### src/rtl/keypad_matrix_scanner.sv
// Key matrix scanner. It drives an active-low rotating column strobe and samples the rows once per column slot.
// Whole frames are debounced, and each accepted press is emitted as one event over a valid/ready handshake.
module keypad_matrix_scanner #(
  parameter int N_COLS   = 4,
  parameter int N_ROWS   = 4,
  parameter int DIV      = 50000,
  parameter int DEBOUNCE = 4,
  localparam int CODE_W  = $clog2(N_ROWS * N_COLS)
) (
  input  logic              clk,
  input  logic              rst,
  input  logic [N_ROWS-1:0] row_in,
  output logic [N_COLS-1:0] col_out,
  output logic              key_valid,
  output logic [CODE_W-1:0] key_code,
  input  logic              key_ready,
  output logic              key_held,
  output logic              overflow
);

  // Handshake: an event transfers on any edge where key_valid & key_ready.
  // While key_valid is high and not yet accepted, key_code holds steady.
  // A new event that arrives while a previous event is still pending is dropped and flagged on overflow.

  localparam int SLOT_W = $clog2(DIV);
  localparam int COL_W  = $clog2(N_COLS);
  localparam logic [SLOT_W-1:0] SLOT_LAST = SLOT_W'(DIV - 1);
  localparam logic [COL_W-1:0]  COL_LAST  = COL_W'(N_COLS - 1);
  localparam logic [3:0]        DEB       = 4'(DEBOUNCE);

  typedef enum logic [1:0] {IDLE, PRESS_CAND, PRESSED, REL_CAND} state_t;

  logic [N_ROWS-1:0] row_s1, row_s2;
  logic [SLOT_W-1:0] slot_cnt;
  logic [COL_W-1:0]  col_idx;
  logic [1:0]        hit_acc;
  logic [CODE_W-1:0] code_acc;

  state_t            state;
  logic [3:0]        deb_cnt;
  logic [CODE_W-1:0] cand;
  logic              evt;
  logic [CODE_W-1:0] evt_code;

  logic [1:0]        col_hits;
  logic [CODE_W-1:0] col_row;
  logic [CODE_W-1:0] col_code;
  logic [2:0]        hit_sum;
  logic [CODE_W-1:0] frame_code;
  logic [3:0]        deb_next;
  logic              sample, frame_end;
  logic              frame_none, frame_single, frame_multi;

  // Count the closed contacts on the strobed column. The count saturates at 2 because only 0, 1 and "many" matter.
  always_comb begin
    col_hits = 2'd0;
    col_row  = '0;
    for (int r = 0; r < N_ROWS; r++) begin
      if (!row_s2[r]) begin
        if (col_hits != 2'd2) col_hits = col_hits + 2'd1;
        col_row = CODE_W'(r);
      end
    end
  end

  assign col_code     = col_row * CODE_W'(N_COLS) + CODE_W'(col_idx);
  assign hit_sum      = {1'b0, hit_acc} + {1'b0, col_hits};
  assign sample       = (slot_cnt == SLOT_LAST);
  assign frame_end    = sample && (col_idx == COL_LAST);
  assign frame_none   = frame_end && (hit_sum == 3'd0);
  assign frame_single = frame_end && (hit_sum == 3'd1);
  assign frame_multi  = frame_end && (hit_sum >= 3'd2);
  assign frame_code   = (col_hits != 2'd0) ? col_code : code_acc;
  assign deb_next     = deb_cnt + 4'd1;

  // Scan timing, the column strobe and per-frame contact accumulation.
  always_ff @(posedge clk) begin
    if (rst) begin
      row_s1   <= '1;
      row_s2   <= '1;
      slot_cnt <= '0;
      col_idx  <= '0;
      col_out  <= {{(N_COLS-1){1'b1}}, 1'b0};
      hit_acc  <= 2'd0;
      code_acc <= '0;
    end else begin
      row_s1 <= row_in;
      row_s2 <= row_s1;
      if (sample) begin
        slot_cnt <= '0;
        col_out  <= {col_out[N_COLS-2:0], col_out[N_COLS-1]};
        if (col_idx == COL_LAST) col_idx <= '0;
        else                     col_idx <= col_idx + COL_W'(1);
        if (frame_end) begin
          hit_acc  <= 2'd0;
          code_acc <= '0;
        end else begin
          hit_acc <= (hit_sum >= 3'd2) ? 2'd2 : hit_sum[1:0];
          if (col_hits == 2'd1) code_acc <= col_code;
        end
      end else begin
        slot_cnt <= slot_cnt + SLOT_W'(1);
      end
    end
  end

  // Debounce FSM. It advances only at frame end. A ghosting (multi-contact) frame keeps the state and clears the count.
  always_ff @(posedge clk) begin
    if (rst) begin
      state    <= IDLE;
      deb_cnt  <= 4'd0;
      cand     <= '0;
      key_held <= 1'b0;
      evt      <= 1'b0;
      evt_code <= '0;
    end else begin
      evt <= 1'b0;
      if (frame_multi) begin
        deb_cnt <= 4'd0;
      end else if (frame_end) begin
        case (state)
          IDLE: begin
            if (frame_single) begin
              cand <= frame_code;
              if (DEB == 4'd1) begin
                state    <= PRESSED;
                key_held <= 1'b1;
                evt      <= 1'b1;
                evt_code <= frame_code;
                deb_cnt  <= 4'd0;
              end else begin
                state   <= PRESS_CAND;
                deb_cnt <= 4'd1;
              end
            end
          end
          PRESS_CAND: begin
            if (frame_none) begin
              state   <= IDLE;
              deb_cnt <= 4'd0;
            end else if (frame_code != cand) begin
              cand    <= frame_code;
              deb_cnt <= 4'd1;
            end else if (deb_next >= DEB) begin
              state    <= PRESSED;
              key_held <= 1'b1;
              evt      <= 1'b1;
              evt_code <= cand;
              deb_cnt  <= 4'd0;
            end else begin
              deb_cnt <= deb_next;
            end
          end
          PRESSED: begin
            // A different key stays ignored until this key has been released.
            if (frame_none) begin
              if (DEB == 4'd1) begin
                state    <= IDLE;
                key_held <= 1'b0;
                deb_cnt  <= 4'd0;
              end else begin
                state   <= REL_CAND;
                deb_cnt <= 4'd1;
              end
            end
          end
          REL_CAND: begin
            if (frame_none) begin
              if (deb_next >= DEB) begin
                state    <= IDLE;
                key_held <= 1'b0;
                deb_cnt  <= 4'd0;
              end else begin
                deb_cnt <= deb_next;
              end
            end else if (frame_code == cand) begin
              state   <= PRESSED;
              deb_cnt <= 4'd0;
            end else begin
              state    <= PRESS_CAND;
              cand     <= frame_code;
              key_held <= 1'b0;
              deb_cnt  <= 4'd1;
            end
          end
          default: begin
            state   <= IDLE;
            deb_cnt <= 4'd0;
          end
        endcase
      end
    end
  end

  // Output event register. A press that arrives in the same cycle the pending event is accepted takes over the slot.
  always_ff @(posedge clk) begin
    if (rst) begin
      key_valid <= 1'b0;
      key_code  <= '0;
      overflow  <= 1'b0;
    end else begin
      overflow <= 1'b0;
      if (evt) begin
        if (!key_valid || key_ready) begin
          key_valid <= 1'b1;
          key_code  <= evt_code;
        end else begin
          overflow <= 1'b1;
        end
      end else if (key_valid && key_ready) begin
        key_valid <= 1'b0;
      end
    end
  end

endmodule

### config.mk
export PLATFORM = sky130hd
export DESIGN_NAME = keypad_matrix_scanner
export DESIGN_NICKNAME = d
export VERILOG_FILES = /design/src/rtl/keypad_matrix_scanner.sv
export SDC_FILE = /design/constraint.sdc
export NUM_CORES = 1
export LEC_CHECK = 0
export BUFFER_PORTS_ARGS = -buffer_cell sky130_fd_sc_hd__buf_4
export CORE_MARGIN = 8
export CORE_UTILIZATION = 60
export CTS_CLUSTER_SIZE = 20
export DETAILED_ROUTE_END_ITERATION = 8
export GPL_ROUTABILITY_DRIVEN = 0
export HOLD_SLACK_MARGIN = 0.1
export PLACE_DENSITY = 0.77
export SETUP_SLACK_MARGIN = 0.5
export SLEW_MARGIN = 10
export SYNTH_ARGS = -nofsm -noshare
export SYNTH_HDL_FRONTEND = slang
export SYNTH_SLANG_ARGS = --single-unit
export TNS_END_PERCENT = 20
### constraint.sdc
create_clock -name clk -period 4.55 [get_ports clk]
set_input_delay 0.455 -clock clk [delete_from_list [all_inputs] [get_ports clk]]
set_output_delay 0.455 -clock clk [all_outputs]
set_load 0.005 [all_outputs]
==> results of run 1 <==
metal layers:
| metal | track usage [%] | vias to the layer above | part of all wire (%) |
|---|---|---|---|
| met4 | 9.08 | 0 | 2.5 |
| met5 | 0 | - | 0 |
| li1 | - | 1214 | - |
| met2 | 27.4 | 36 | 47 |
| met1 | 19.1 | 1088 | 47 |
| met3 | 3.82 | 12 | 3.4 |
logic make-up after synthesis:
logic type | count (synthesis) | synth area share, %
and+or+nand+nor | 164 | 30.0
DFF | 58 | 39.8
AOI/OAI and AO/OA | 56 | 13.7
buffers and inverters | 22 | 3.39
xor gates and xnor gates | 14 | 4.20
muxes | 14 | 4.80
adders and majority gates | 9 | 4.12
path summary, 6_finish.rpt:
kind                   from          end  cells after the start
setup / recovery  row_s2[1]  evt_code[2]                     13
hold / removal    key_ready     overflow                      2
setup reg to reg  row_s2[1]  evt_code[2]                     13
hold reg to reg   row_s1[2]    row_s2[2]                      1
sequential cells by signal, summed over array words and instances, names as in the netlist:
name and count:
key_held 1, row_s2 4, evt_code 4, code_acc 4
state 2, key_code 4, col_out 4, evt 1
cand 4, slot_cnt 16, hit_acc 2, deb_cnt 4
col_idx 2, row_s1 4, key_valid 1, overflow 1
Yosys cell counts, types with 3 or more instances:
cell type / count
nand3b_1: 4
nand3_1: 13
and4_1: 3
clkbuf_1: 10
xnor2_1: 5
nor3_1: 9
or3_1: 3
nor2b_1: 6
xor2_1: 9
nand2b_1: 8
o21a_1: 3
nand2_1: 27
a21o_1: 3
or2_2: 10
nor2_1: 51
mux2i_1: 14
inv_1: 9
and3_1: 6
o21ai_0: 7
nand4_1: 7
dfxtp_1: 58
ha_1: 8
a21oi_1: 20
through the flow:
| step | instance area, sq um | power (mW) | hold WS, ns | cells | setup WS (ns) |
|---|---|---|---|---|---|
| after detailed placement | 3050 | 0.599 | 0.397 | 395 | 1.02 |
| after global placement | 3050 | 0.597 | 0.392 | 395 | 1.13 |
| after global routing | 3220 | 1.04 | 0.298 | 411 | 0.700 |
| after CTS | 3220 | 1.00 | 0.292 | 411 | 1.01 |
| final | 3220 | 0.994 | 0.301 | 411 | 1.01 |
| after floorplan | 2920 | 0.585 | 0.389 | 337 | 1.38 |
power by group through the flow:
stage | Combinational (mW) | Sequential (mW) | Clock, mW
after floorplan | 0.0579 | 0.527 | 0
after global placement | 0.0679 | 0.529 | 0
after detailed placement | 0.0692 | 0.530 | 0
after CTS | 0.0693 | 0.518 | 0.415
after global routing | 0.0775 | 0.519 | 0.445
final | 0.0692 | 0.518 | 0.406
layout make-up:
class	instances	share of cell area, %
clock buffers	11	4.39
multi-input cells	257	51.5
clock inverters	5	0.933
flip-flops and latches	58	36.1
well taps	54	2.10
repair buffers	17	3.97
inverters	9	1.05
==> flow_summary.ini, run 1 <==
[floorplanning]
die-area_sq_um = 7350
die_w_um = 85.7
top_level_ports = 18
start_util_pct = 62.2
num_rows = 25
coreArea_sq_um = 4690
dieHeight_um = 85.7

[power_and_ir_drop]
combinationalPowerShare_pct = 7.0
clock_power_share_pct = 40.9
p_sw_mw = 0.243
power_density_nw_per_um2 = 309
swShare_pct = 24.4
pwr-share-seq_pct = 52.2
peakVddDrop_mv = 0.210
p_int_mw = 0.751
p_leak_nw = 1.34

[clock_tree]
cts_hold_buf = 0
clk_latency_ns = 0.34
cts_resized = 0
clock_sinks = 58
clk_pin_slew_worst_paths_ns = 0.06
clockRootBuffer = clkbuf_8
cts_buffers = 9
post_cts_buffers = 0
ctsHtreeMaxLevel = 3
clockBufferDepth = 2
cts_tree = built

[sta]
fin_skew_ns = 0.00809
setup_viol = 0
relSlewSlack_pct = 52.1
rsz0062_at_grt = no
final.setup.tns_ns = 0
slew_viol_final = 0
finalHoldViolCount = 0
period_share_pct = 77.8
tightest_slew_ns = 0.712
timing.final.crit_period_ns = 3.54
fmaxAchievable_mhz = 282

[routing]
vias_per_cell = 5.72
drtIter0Drc = 154
vias = 2350
antenna_left = 0
finalWirelength_mm = 5.59
dr.pass1.iters = 4
wl_per_cell_um = 13.6
drc = 0

[global_routing]
track_usage_pct = 16.5
grt_pass1_wl_mm = 9.72
overflow = 0
grt_pass1_vias = 2183
grt_max_degree = 40
grt_antenna_before_repair = 0

[yosys]
synth_top_area_share_pct = 39.8
syn_nets = 353
netlist_top_cells_area = dfxtp_1 40%, nor2_1 6.6%, mux2i_1 4.8%, nand2_1 3.5%, a21oi_1 3.4%
syn_area_per_cell_sq_um = 8.65
ys_seq_area_share_pct = 39.8
synth_largest_area_cell = dfxtp_1
ys.flop_type = dfxtp_1
synth_cell_type_count = 55
syn_area_sq_um = 2920
synthArstFlopShare_pct = 0
ys_ff_latch = 58
yosys_warnings = 0
synthCells = 337
synth-edff-count = 0

[finish]
fillers = 397
final_cell_mix = 58 x dfxtp_1, 51 x nor2_1, 27 x nand2_1
areaGrowthSynthToFinish_pct = 10.3
layout_commonest_cell = dfxtp_1
postLayoutCoreUtil_pct = 68.6
diodes = 0
layout-drive-gt1-share_pct = 16.0
register_area_sq_um = 1160
nNetsFinal = 368
multi_input_area_sq_um = 1660

[critical_path]
worst_setup_path_end_kind = register
r2r_setup_slack_ns = 1.01
path_cells = inv_1 > ha_1 > mux2i_1 > ha_1 > nor2b_1 > a31oi_4 > inv_1 > fa_1 > nor3_1 > nand3_1 > nor4_4 > mux2i_1 > nor2_1
slowest_stage = fa_1
crit_buf_inv = 2
critPathTopFamily = adder cells
slowest_delay_ns = 0.51
cp.required_ns = 4.76
worstSetupStartpointType = register
critical_path.max_fanout = 6
worstSetupPathType = register to register
arrival_ns = 3.75

[job]
drv_cap = 0

[placed_design]
dpl.hpwl_mm = 4.10
io_buffers = 17

[min_path]
worstHoldPathType = input pin to register

[status]
outcome = complete, no violations
Note: power is estimated with default switching activity, not from simulation.
==> run 2, diff against run 1 <==
--- a/config.mk
+++ b/config.mk
@@ -7,12 +7,12 @@
 export LEC_CHECK = 0
 export BUFFER_PORTS_ARGS = -buffer_cell sky130_fd_sc_hd__buf_4
 export CORE_MARGIN = 8
-export CORE_UTILIZATION = 60
+export CORE_UTILIZATION = 54
 export CTS_CLUSTER_SIZE = 20
 export DETAILED_ROUTE_END_ITERATION = 8
 export GPL_ROUTABILITY_DRIVEN = 0
 export HOLD_SLACK_MARGIN = 0.1
-export PLACE_DENSITY = 0.77
+export PLACE_DENSITY = 0.73
 export SETUP_SLACK_MARGIN = 0.5
 export SLEW_MARGIN = 10
 export SYNTH_ARGS = -nofsm -noshare
==> constraint.sdc (replaced) <==
create_clock -name clk -period 2.98 [get_ports clk]
set_input_delay 0.298 -clock clk [delete_from_list [all_inputs] [get_ports clk]]
set_output_delay 0.298 -clock clk [all_outputs]
set_load 0.005 [all_outputs]
==> flow_summary.ini, run 2 (synthesis gave the netlist of run 1 again) <==
[power_and_ir_drop]
power_density_nw_per_um2 = 456
p_leak_nw = 1.50
peakVddDrop_mv = 0.400

[finish]
largest_reg_flops = 16
fillers = 399
areaGrowthSynthToFinish_pct = 24.8
nNetsFinal = 397
final_cell_mix = 55 x dfxtp_1, 47 x nor2_1, 44 x buf_4
register_area_sq_um = 1160
diodes = 0
largest_register = slot_cnt
layout-drive-gt1-share_pct = 29.5
multi_input_area_sq_um = 1810
postLayoutCoreUtil_pct = 70.4
layout_commonest_cell = dfxtp_1

[global_routing]
overflow = 0
grt_max_degree = 40
grt_pass1_vias = 2368
track_usage_pct = 17.0
grt_antenna_before_repair = 0
grt_pass1_wl_mm = 10.7

[routing]
dr.pass1.iters = 4
antenna_left = 0
finalWirelength_mm = 6.51
wl_per_cell_um = 14.3
drtIter0Drc = 143
vias_per_cell = 5.52
drc = 0
vias = 2515

[floorplanning]
coreArea_sq_um = 5170
die-area_sq_um = 8010
start_util_pct = 56.4
die_w_um = 89.5
dieHeight_um = 89.5
top_level_ports = 18
num_rows = 26

[critical_path]
cp.required_ns = 3.25
critPathTopFamily = adder cells
crit_buf_inv = 2
ff2ff_path_depth = 14
path_depth = 14
arrival_ns = 3.32
slowest_delay_ns = 0.61
critical_path.max_fanout = 4
worst_setup_path_end_kind = register
r2r_setup_slack_ns = -0.07
worstSetupStartpointType = register
slowest_stage = fa_2
path_cells = buf_4 > ha_1 > nand2b_2 > nand2_2 > ha_4 > nor2b_4 > a31oi_4 > inv_2 > fa_2 > nor4_4 > nor2_1 > or4b_4 > a211oi_2 > o21a_1
worstSetupPathType = register to register

[sta]
relSlewSlack_pct = 63.0
tightest_slew_ns = 0.549
fmaxAchievable_mhz = 328
period_share_pct = 102
slew_viol_final = 0
fin_ws_ns = -0.0706
finalHoldViolCount = 0
rsz0062_at_grt = yes
setup_viol = 5
final.setup.tns_ns = -0.293
timing.final.crit_period_ns = 3.05
fin_skew_ns = 0.00978

[min_path]
worstHoldPathType = input pin to register
hold_depth = 2

[placed_design]
dpl.hpwl_mm = 4.67
io_buffers = 17

[clock_tree]
ctsHtreeMaxLevel = 3
cts_tree = built
clk_pin_slew_worst_paths_ns = 0.07
clk_latency_ns = 0.33
clock_sinks = 58
clockBufferDepth = 2
clockRootBuffer = clkbuf_8
cts_buffers = 9
cts_hold_buf = 0

[status]
outcome = finished with violations
violations = negative setup slack

[job]
drv_cap = 0
run 2: cell types whose count changed in the layout (fill, tap and decap cells not counted), sizes merged:
cell	change
buf	+29
clkinvlp	-2
bufinv	+1
clkinv	+1
run 2: final timing paths:
| kind | start | end |
|---|---|---|
| hold / removal | key_ready | overflow |
| setup / recovery | row_s2[1] | deb_cnt[1] |
| setup reg to reg | row_s2[1] | deb_cnt[1] |
| hold reg to reg | row_s1[1] | row_s2[1] |
run 2: layer usage:
layer	vias to the layer above	wire length, um	track usage, %
met2	46	3120	27.7
met3	9	248	3.86
met1	1190	3080	20.9
li1	1270	-	-
met4	0	65	7.55
met5	-	0	0
run 2: worst register-to-register path: stages, from the launching register on:
cell and delay [ns]:
dfxtp_2 0.34, buf_4 0.13, ha_1 0.18, nand2b_2 0.10, nand2_2 0.08, ha_4 0.24, nor2b_4 0.13, a31oi_4 0.17
inv_2 0.07, fa_2 0.61, nor4_4 0.07, nor2_1 0.08, or4b_4 0.47, a211oi_2 0.19, o21a_1 0.13
run 2: timing repair:
action / in CTS / in global routing
setup buffers: 1 / 3
setup endpoints to repair: 18 / 18
resized for setup: 12 / 19
endpoints found under the hold margin: 0 / 0
pin swaps: 8 / 9
run 2: area by class of cell:
| cell class | instances | area share [%] |
|---|---|---|
| flip-flops and latches | 58 | 32.0 |
| clock buffers | 11 | 3.88 |
| well taps | 70 | 2.41 |
| repair buffers | 46 | 9.69 |
| inverters | 9 | 0.928 |
| multi-input cells | 257 | 49.6 |
| clock inverters | 5 | 1.48 |
run 2: power breakdown:
group	internal (mW)	total (mW)	switching, mW
sequential	0.784	0.792	0.00751
clock	0.406	0.701	0.295
combinational	0.0798	0.168	0.0878
run 2: through the flow:
stage,area (sq um),hold slack (ns),power [mW],instances,worst slack [ns]
after floorplan,2950,0.377,0.898,337,-0.0550
after global placement,3290,0.392,0.940,436,-0.0510
after detailed placement,3290,0.398,0.942,436,-0.180
after CTS,3530,0.135,1.65,453,-0.0625
after global routing,3640,0.140,1.72,456,-0.163
final,3640,0.151,1.66,456,-0.0706
